$ cat src/rtl/segment_display_pkg.sv
// Shared types and constants for the multi-digit seven-segment display:
// active-low glyph encodings and the converter FSM states.
package segment_display_pkg;

    typedef logic [6:0] seg_t;

    // Active-low {g,f,e,d,c,b,a}
    localparam seg_t SEG_BLANK = 7'h7F;
    localparam seg_t SEG_DASH  = 7'h3F;

    localparam seg_t GLYPH [0:9] = '{
        7'h40, 7'h79, 7'h24, 7'h30, 7'h19,
        7'h12, 7'h02, 7'h78, 7'h00, 7'h10
    };

    typedef enum logic [1:0] {
        IDLE    = 2'd0,
        CONVERT = 2'd1,
        COMMIT  = 2'd2
    } state_t;

endpackage

$ cat src/rtl/multi_digit_segment_display_if.sv
// Load/ready request bus and display outputs of multi_digit_segment_display.
// The blink line exists only when SEGMENT_BLINK_EN is defined.
interface multi_digit_segment_display_if #(
    parameter int NUM_DIGITS = 6,
    parameter int DATA_WIDTH = 20
);
    logic [DATA_WIDTH-1:0]   value_in;
    logic                    load;
    logic                    blank_zeros;
`ifdef SEGMENT_BLINK_EN
    logic                    blink;
`endif
    logic                    ready;
    logic                    overflow;
    logic [7*NUM_DIGITS-1:0] segments_out;

    modport master (
        input  ready, overflow, segments_out,
        output value_in, load, blank_zeros
`ifdef SEGMENT_BLINK_EN
        , blink
`endif
    );

    modport slave (
        output ready, overflow, segments_out,
        input  value_in, load, blank_zeros
`ifdef SEGMENT_BLINK_EN
        , blink
`endif
    );
endinterface

$ cat src/rtl/seven_segment_glyph.sv
// One digit decoder: BCD nibble plus blank flag to an active-low glyph.
// Codes 10-15 cannot come out of a correct conversion and show blank.
module seven_segment_glyph
    import segment_display_pkg::*;
(
    input  logic [3:0] bcd,
    input  logic       blank,
    output seg_t       seg
);
    always_comb begin
        seg = SEG_BLANK;
        if (!blank && bcd <= 4'd9) seg = GLYPH[bcd];
    end
endmodule

$ cat src/rtl/multi_digit_segment_display.sv
// Binary-to-decimal seven-segment driver: sequential double-dabble with a
// double-buffered display frame. Optional blinking with SEGMENT_BLINK_EN.
module multi_digit_segment_display
    import segment_display_pkg::*;
#(
    parameter int NUM_DIGITS = 6,
    parameter int DATA_WIDTH = 20
`ifdef SEGMENT_BLINK_EN
    , parameter int BLINK_PERIOD = 25000000
`endif
) (
    input logic clock_50Mhz,
    input logic reset,
    multi_digit_segment_display_if.slave bus
);
    localparam int              BCD_W     = 4 * NUM_DIGITS;
    localparam int              CNT_W     = $clog2(DATA_WIDTH + 1);
    localparam logic [63:0]     MAX_VALUE = 64'(10 ** NUM_DIGITS) - 64'd1;

    state_t                  state, state_next;
    logic [CNT_W-1:0]        bit_cnt;
    logic [DATA_WIDTH-1:0]   shift_q;
    logic [BCD_W-1:0]        bcd_q, bcd_adj;
    logic                    blank_q, ovf_q;

    logic [BCD_W-1:0]        disp_bcd;
    logic                    disp_blank, disp_ovf, disp_valid;
    logic [NUM_DIGITS-1:0]   lz_blank;
    logic [7*NUM_DIGITS-1:0] segs;
    logic                    hide;
    logic                    show;

    always_ff @(posedge clock_50Mhz) begin
        if (reset) state <= IDLE;
        else       state <= state_next;
    end

    always_comb begin
        state_next = state;
        unique case (state)
            IDLE:    if (bus.load) state_next = CONVERT;
            CONVERT: if (bit_cnt == CNT_W'(DATA_WIDTH - 1)) state_next = COMMIT;
            COMMIT:  state_next = IDLE;
            default: state_next = IDLE;
        endcase
    end

    assign bus.ready = (state == IDLE);

    // Add-3 correction applied to every nibble before each shift
    always_comb begin
        bcd_adj = bcd_q;
        for (int k = 0; k < NUM_DIGITS; k++)
            if (bcd_q[4*k +: 4] >= 4'd5) bcd_adj[4*k +: 4] = bcd_q[4*k +: 4] + 4'd3;
    end

    always_ff @(posedge clock_50Mhz) begin
        if (reset) begin
            bit_cnt    <= '0;
            shift_q    <= '0;
            bcd_q      <= '0;
            blank_q    <= 1'b0;
            ovf_q      <= 1'b0;
            disp_bcd   <= '0;
            disp_blank <= 1'b0;
            disp_ovf   <= 1'b0;
            disp_valid <= 1'b0;
        end else begin
            unique case (state)
                IDLE: if (bus.load) begin
                    shift_q <= bus.value_in;
                    blank_q <= bus.blank_zeros;
                    ovf_q   <= 64'(bus.value_in) > MAX_VALUE;
                    bcd_q   <= '0;
                    bit_cnt <= '0;
                end
                CONVERT: begin
                    // Bits shifted past the top nibble are dropped; ovf_q covers them
                    bcd_q   <= (bcd_adj << 1) | BCD_W'(shift_q[DATA_WIDTH-1]);
                    shift_q <= shift_q << 1;
                    bit_cnt <= bit_cnt + 1'b1;
                end
                COMMIT: begin
                    disp_bcd   <= bcd_q;
                    disp_blank <= blank_q;
                    disp_ovf   <= ovf_q;
                    disp_valid <= 1'b1;
                end
                default: ;
            endcase
        end
    end

    // Zero digits above the highest non-zero digit; digit 0 always shows
    always_comb begin
        logic seen_nz;
        seen_nz  = 1'b0;
        lz_blank = '0;
        for (int k = NUM_DIGITS - 1; k >= 1; k--) begin
            if (disp_bcd[4*k +: 4] != 4'd0) seen_nz = 1'b1;
            lz_blank[k] = disp_blank && !seen_nz;
        end
    end

`ifdef SEGMENT_BLINK_EN
    localparam int BLK_W = (BLINK_PERIOD > 1) ? $clog2(BLINK_PERIOD) : 1;
    logic [BLK_W-1:0] blink_cnt;
    logic             phase;
    logic             blink_wrap;

    assign blink_wrap = (blink_cnt == BLK_W'(BLINK_PERIOD - 1));

    always_ff @(posedge clock_50Mhz) begin
        if (reset) begin
            blink_cnt <= '0;
            phase     <= 1'b0;
        end else begin
            blink_cnt <= blink_wrap ? '0 : blink_cnt + 1'b1;
            if (!bus.blink)      phase <= 1'b0;
            else if (blink_wrap) phase <= ~phase;
        end
    end

    // phase can only be set while blink was high, so it alone gates the frame
    assign hide = phase;
`else
    assign hide = 1'b0;
`endif

    assign show = disp_valid && !hide;

    for (genvar k = 0; k < NUM_DIGITS; k++) begin : g_digit
        seg_t glyph;
        seven_segment_glyph u_glyph (
            .bcd   (disp_bcd[4*k +: 4]),
            .blank (!show || lz_blank[k]),
            .seg   (glyph)
        );
        assign segs[7*k +: 7] = (show && disp_ovf) ? SEG_DASH : glyph;
    end

    assign bus.segments_out = segs;
    assign bus.overflow     = disp_ovf;

endmodule

$ cat src/flat_wrapper.sv
// flat-port wrapper written by rule: the top's interface ports become plain ports
module multi_digit_segment_display_flat import segment_display_pkg::*;
#(
    parameter int NUM_DIGITS = 6,
    parameter int DATA_WIDTH = 20

)
  (clock_50Mhz, reset, bus_ready, bus_overflow, bus_segments_out, bus_value_in, bus_load, bus_blank_zeros);
  multi_digit_segment_display_if #(.NUM_DIGITS(NUM_DIGITS), .DATA_WIDTH(DATA_WIDTH)) bus_i ();
  input logic clock_50Mhz;
  input logic reset;
  output wire logic [$bits(bus_i.ready)-1:0] bus_ready;
  output wire logic [$bits(bus_i.overflow)-1:0] bus_overflow;
  output wire logic [$bits(bus_i.segments_out)-1:0] bus_segments_out;
  input wire logic [$bits(bus_i.value_in)-1:0] bus_value_in;
  input wire logic [$bits(bus_i.load)-1:0] bus_load;
  input wire logic [$bits(bus_i.blank_zeros)-1:0] bus_blank_zeros;
  assign bus_ready = bus_i.ready;
  assign bus_overflow = bus_i.overflow;
  assign bus_segments_out = bus_i.segments_out;
  assign bus_i.value_in = bus_value_in;
  assign bus_i.load = bus_load;
  assign bus_i.blank_zeros = bus_blank_zeros;
  multi_digit_segment_display #(.NUM_DIGITS(NUM_DIGITS), .DATA_WIDTH(DATA_WIDTH)) u_core (.clock_50Mhz(clock_50Mhz), .reset(reset), .bus(bus_i));
endmodule
$ cat config.mk
export PLATFORM = sky130hd
export DESIGN_NAME = multi_digit_segment_display_flat
export DESIGN_NICKNAME = d
export VERILOG_FILES = /design/src/rtl/segment_display_pkg.sv /design/src/rtl/multi_digit_segment_display_if.sv /design/src/rtl/seven_segment_glyph.sv /design/src/rtl/multi_digit_segment_display.sv /design/src/flat_wrapper.sv
export SDC_FILE = /design/constraint.sdc
export NUM_CORES = 1
export LEC_CHECK = 0
export CELL_PAD_IN_SITES_DETAIL_PLACEMENT = 0
export CELL_PAD_IN_SITES_GLOBAL_PLACEMENT = 2
export CORE_UTILIZATION = 34
export DETAILED_ROUTE_END_ITERATION = 10
export PLACE_DENSITY = 0.93
export REMOVE_ABC_BUFFERS = 1
export SLEW_MARGIN = 25
export SYNTH_ARGS = -nofsm -noshare
export SYNTH_HDL_FRONTEND = slang
export SYNTH_SLANG_ARGS = --single-unit
$ cat constraint.sdc
create_clock -name clock_50Mhz -period 2.73 [get_ports clock_50Mhz]
set_input_delay 0.273 -clock clock_50Mhz [delete_from_list [all_inputs] [get_ports clock_50Mhz]]
set_output_delay 0.273 -clock clock_50Mhz [all_outputs]
set_load 0.02 [all_outputs]
-- After elaboration in Yosys (flattened, before gate mapping)
Memory sizes are Yosys's and may differ from the RTL's.
Cells that the tools add are included.
- add/subtract/negate cells: 7
- magnitude comparators: 19
- eq/ne operators: 5
- multiplexer cells: 44
- bitwise logic cells: 7
- reduce and logical (&&, ||, !) cells: 38
- operators with widths (kind ; number):
    $mux 7 ; 24
    $pmux 24 s2 ; 1
    $pmux 20 s2 ; 1
    $ge 5x5->1 const B ; 6
    $not 4->5 ; 6
    $ge 4x3->1 const B ; 6
    $le 4x4->1 const B ; 6
    $mux 24 ; 1
    $or 24x1->24 ; 1
    $add 4x2->4 const B ; 5
    $gt 20x20->1 const B ; 1
    $mux 20 ; 1
    $mux 4 ; 5
    $reduce_bool 4->1 ; 5
    $logic_and 1x1->1 ; 12
    $logic_not 1->1 ; 11
    $pmux 5 s2 ; 1
    $reduce_and 2->1 ; 3
    $add 5x1->5 const B ; 1
    $eq 5x5->1 const B ; 1
    $logic_or 1x1->1 ; 5
    $mux 1 ; 5
    $mux 5 ; 1
    $mux 2 ; 2
    other kinds (8) ; 9
- flip-flop bits (word level): 80
- ROM bits: 672
- bits of input ports: 24
- output and inout port bits: 44
- word-level logic and storage cells: 136
- memories: 6
- memory list (memory ; words ; bits a word ; rd ports ; clocked after memory_dff ; write ports ; line ; RTL):
    (no name shown) ; 16 ; 7 ; 1 ; 0 ; 0 ; seven_segment_glyph.sv:12 ; if (!blank && bcd <= 4'd9) seg = GLYPH[bcd];
    (no name shown) ; 16 ; 7 ; 1 ; 0 ; 0 ; seven_segment_glyph.sv:12 ;
    (no name shown) ; 16 ; 7 ; 1 ; 0 ; 0 ; seven_segment_glyph.sv:12 ;
    (no name shown) ; 16 ; 7 ; 1 ; 0 ; 0 ; seven_segment_glyph.sv:12 ;
    (no name shown) ; 16 ; 7 ; 1 ; 0 ; 0 ; seven_segment_glyph.sv:12 ;
    (no name shown) ; 16 ; 7 ; 1 ; 0 ; 0 ; seven_segment_glyph.sv:12 ;

-- Longest topological paths before layout
- depth after elaboration: 13
- depth in mapped cells: 7
- gate-level depth less buffers: 6

-- Cells and area by module
A second synthesis with hierarchy kept.
- cells, all modules: 658
- area total of the unflattened synthesis: 5051.1 µm²
- modules (own cells, without submodules) (module ; times used ; cells an instance ; area each (µm²) ; sequential area each (µm²)):
    multi_digit_segment_display ; 1 ; 484 ; 3789.9 ; 1601.5
    seven_segment_glyph ; 6 ; 29 ; 210.2 ; 0.0

-- Least setup slack after synthesis
Ideal clock, no wire load.
- kind: register -> output
- start: register u_core.disp_bcd[16]
- end: output port bus_segments_out[14]
- data arrival time: 1.897 ns
- required time: 2.457 ns
- setup slack: 0.560 ns
- cell stages (with the launch flop): 7
- buffers on the path: 0
- cells stage by stage: dfxtp_1 inv_1 ha_1 or3b_4 nor4_4 nor4b_1 o21ai_0
- cells in the longest elaborated chain, start to end: 11
- ends and longest elaborated chain (element ; line ; RTL):
    from (decl) ; multi_digit_segment_display.sv:26 ; logic [BCD_W-1:0] disp_bcd;
    from (signal assigned) ; multi_digit_segment_display.sv:84 ; disp_bcd <= bcd_q;
    $reduce_bool 4->1 ; multi_digit_segment_display.sv:100 ; if (disp_bcd[4*k +: 4] != 4'd0) seen_nz = 1'b1;
    $mux 1 (3 in a row) ; multi_digit_segment_display.sv:100 ;
    $logic_not 1->1 ; multi_digit_segment_display.sv:101 ; lz_blank[k] = disp_blank && !seen_nz;
    $logic_and 1x1->1 ; multi_digit_segment_display.sv:101 ;
    $logic_or 1x1->1 ; multi_digit_segment_display.sv:136 ; .blank (!show || lz_blank[k]),
    $logic_not 1->1 ; seven_segment_glyph.sv:12 ;
    $logic_and 1x1->1 ; seven_segment_glyph.sv:12 ;
    $mux 7 ; seven_segment_glyph.sv:12 ;
    $mux 7 ; multi_digit_segment_display.sv:139 ; assign segs[7*k +: 7] = (show && disp_ovf) ? SEG_DASH : glyph;
    to (decl) ; flat_wrapper.sv:14 ; output wire logic [$bits(bus_i.segments_out)-1:0] bus_segments_out;
Every way passes these cells.

-- Worst setup path after layout
- start: register u_core.disp_bcd[16]
- end: output port bus_segments_out[23]
- cells in the longest elaborated chain, start to end: 10
- ends and longest elaborated chain (element ; line):
    $reduce_bool 4->1 ; multi_digit_segment_display.sv:100
    $mux 1 (2 in a row) ; multi_digit_segment_display.sv:100
    $logic_not 1->1 ; multi_digit_segment_display.sv:101
    $logic_and 1x1->1 ; multi_digit_segment_display.sv:101
    $logic_or 1x1->1 ; multi_digit_segment_display.sv:136
    $logic_not 1->1 ; seven_segment_glyph.sv:12
    $logic_and 1x1->1 ; seven_segment_glyph.sv:12
    $mux 7 ; seven_segment_glyph.sv:12
    $mux 7 ; multi_digit_segment_display.sv:139
Every way passes these cells.

==> impl_metrics.py <==
metrics = {
    "timing": {
        "finalHoldViolCount": 0,
        "relSlewSlack_pct": 56.9,
        "fmax_ghz": 0.384,
        "period_minus_slack_ns": 2.61,
        "worst_slack_ns": 0.124,
        "tightest_slew_ns": 0.645,
        "skew_ns": 0.00780,
        "period_share_pct": 95.4,
        "setup_violations": 0,
        "final_max_slew_viol_count": 0,
        "rsz0062_at_grt": "no",
    },
    "routing": {
        "postRouteAntennaNets": 0,
        "routed_via_density": 5.03,
        "vias": 4531,
        "drt_iter0_drc": 194,
        "dr.pass1.iters": 4,
        "drcViolationCount": 0,
        "wire_per_inst_microns": 13.4,
        "wl_microns": 12000,
    },
    "place": {
        "dp.cells": 883,
        "place_congestion": 0.856,
        "place_ws_ns": -0.110,
        "dp_hpwl_microns": 8800,
        "portBuffers": 67,
    },
    "clock_network": {
        "cts_sinks": 80,
        "cts_root_buf": "clkbuf_16",
        "cts_buffers": 9,
        "cts_tree": "yes",
        "clk_latency_ns": 0.33,
        "postCtsHoldBufs": 0,
        "htreeDepth": 3,
        "clockBufferDepth": 2,
        "cts.reportedPaths.clkPinSlew_ns": 0.06,
    },
    "global_route": {
        "grt_max_degree": 45,
        "grt_pass1_wl_microns": 20100,
        "track_usage_pct": 16.8,
        "gr-total-overflow": 0,
        "grt_pass1_vias": 4361,
        "antenna_found_initial": 0,
    },
    "critical_path": {
        "slowest_delay_ns": 0.60,
        "crit_top_cell": "nor3_2",
        "cp_top_family": "simple AND/OR/NAND/NOR gates",
        "crit_fanout": 5,
        "rrSetupSlack_ns": 0.81,
        "crit_buf_inv": 2,
        "cp-end-kind": "primary output",
        "path_class": "reg -> out",
        "cp.required_ns": 2.46,
        "worst-path-stages": 7,
        "start_kind": "register",
        "rr_endpoint": "u_core.shift_q[18]",
        "r2r-start": "u_core.state[1]",
        "arrival_ns": 2.33,
        "crit_chain": "inv_2, ha_2, or3b_4, nor3_2, nor3_2, nand2_1, clkdlybuf4s50_1",
        "ff2ff_path_depth": 5,
        "critPathSlowestCell": "clkdlybuf4s50_1",
    },
    "synthesis": {
        "synth_edf_count": 0,
        "synth_area_leaders": "dfxtp_1 33%, ha_1 11%, a21oi_1 8.5%",
        "post-synth-top-count-cell": "nand2_1",
        "ys_ff_latch": 80,
        "synthTopCellsByCount": "98 x nand2_1, 83 x a21oi_1, 80 x dfxtp_1",
        "netlist-cell-type-count": 48,
        "yosysTopAreaCell": "dfxtp_1",
        "yosysWarnings": 0,
        "syn_area_per_cell_sq_um": 7.52,
        "synthFlopType": "dfxtp_1",
        "synth-seq-area-share_pct": 32.8,
        "synthCells": 650,
        "syn_area_sq_um": 4890,
        "async_reset_ff_share_pct": 0,
        "yosys.area.top_type_share_pct": 32.8,
    },
    "hold_path": {
        "min_from": "reset",
        "hp-class": "in -> reg",
        "min_delay_path_depth": 2,
        "holdPathEnd": "u_core.bit_cnt[0]",
    },
    "cells_and_area": {
        "fin_cells": 900,
        "area_growth_pct": 26.7,
        "drive_gt1_share_pct": 11.5,
        "fin_nets": 783,
        "num_antenna_cells": 0,
        "num-fill-cells": 1393,
    },
    "outcome": {
        "status": "completed",
    },
    "floorplanning": {
        "core.rowCount": 43,
        "io-pin-count": 68,
        "die_w_microns": 122,
        "initial_core_util_pct": 35.1,
        "fp.dieH_microns": 122,
        "die_area_sq_um": 14900,
        "core-area_sq_um": 13900,
    },
    "pwr": {
        "pwr-share-seq_pct": 42.7,
        "switching_share_pct": 20.8,
        "p_switching_w": 0.000594,
        "vdd_drop_max_v": 0.000331,
        "internal_power_w": 0.00226,
        "pwr_density_cell_nw_per_um2": 462,
        "leakagePower_nw": 2.26,
        "pwr-share-comb_pct": 7.0,
        "clock_power_share_pct": 50.3,
    },
    "job": {
        "cap_violations": 0,
    },
}
-- sequential cells by signal, summed over array words and instances, names as in the netlist --
signal and flops:
u_core.bcd_q 24, u_core.bit_cnt 5, u_core.blank_q 1, u_core.bus.overflow 1
u_core.disp_bcd 24, u_core.disp_blank 1, u_core.disp_valid 1, u_core.ovf_q 1
u_core.shift_q 20, u_core.state 2
-- cell families (layout without fill, tap and decap cells) --
logic type,count (synthesis),after routing,synth area share (%)
flip-flops,80,80,32.8
buffers and inverters,78,148,6.50
AND/OR/NAND/NOR,249,249,23.6
XOR/XNOR,11,11,1.97
adder cells (fa/ha/maj),43,43,11.0
multiplexers,11,11,2.25
AO/OA/AOI/OAI,178,178,21.9
-- metal layers --
metal	track usage [%]	up-vias	routed length, microns
met3	2.76	14	447
met1	20.9	2084	5770
met4	5.48	0	208
li1	-	2350	-
met2	29.4	83	5600
met5	0	-	0
-- per-stage QoR --
stage | TNS [ns] | power, W | utilization (%) | hold WS [ns] | cell area [sq um]
floorplan | 0 | 0.00134 | - | 0.342 | 4710
global placement | -0.191 | 0.00144 | 41.6 | 0.441 | 5800
detailed placement | -0.447 | 0.00145 | 41.6 | 0.447 | 5800
CTS | -0.0132 | 0.00289 | 44.3 | 0.377 | 6180
global route | 0 | 0.00296 | 44.4 | 0.391 | 6190
finish | 0 | 0.00286 | 44.4 | 0.379 | 6190
-- what timing repair did --
| action | in CTS | in global routing |
|---|---|---|
| resized for setup | 44 | 26 |
| setup endpoints to repair | 34 | 20 |
| setup buffers | 1 | 1 |
| pin swaps | 0 | 1 |
-- power groups by stage --
stage	Combinational [W]	Sequential [W]	Clock [W]
global route	0.000222	0.00122	0.00152
finish	0.000200	0.00122	0.00144
global placement	0.000199	0.00125	0
CTS	0.000203	0.00122	0.00147
floorplan	0.0000976	0.00125	0
detailed placement	0.000202	0.00125	0
-- area by class of cell --
cell class,count,area (sq um),share of cell area [%]
clock buffer,9,225,3.64
sequential,80,1600,25.9
inverter,38,143,2.30
timing repair buffer,95,836,13.5
clock inverter,6,133,2.14
multi-input combinational,492,3020,48.9
tap,180,225,3.64
-- how the worst max path moves through the flow --
stage | from | end | slack, ns
2_1_floorplan | u_core.disp_bcd[16] | bus_segments_out[14] | 0.56
3_5_place_dp | u_core.disp_bcd[9] | bus_segments_out[17] | -0.11
3_3_place_gp | u_core.disp_bcd[9] | bus_segments_out[19] | -0.04
5_1_grt | u_core.disp_bcd[12] | bus_segments_out[15] | 0.00009
4_1_cts | u_core.disp_bcd[16] | bus_segments_out[7] | -0.009
6_report | u_core.disp_bcd[16] | bus_segments_out[23] | 0.12
-- placed cells by master, fill, tap and decap left out, types with 9 or more instances in the layout --
| cell type | count |
|---|---|
| clkbuf_16 | 9 |
| dlygate4sd2_1 | 18 |
| buf_4 | 29 |
| mux2i_1 | 11 |
| ha_1 | 42 |
| nand2_1 | 98 |
| nor2_1 | 76 |
| a21oi_1 | 83 |
| clkdlybuf4s50_1 | 35 |
| dfxtp_1 | 78 |
| nand2b_1 | 12 |
| o21ai_0 | 45 |
| inv_1 | 36 |
| nand3_1 | 16 |
| nor2b_1 | 10 |
(Power assumes the default switching activity.)
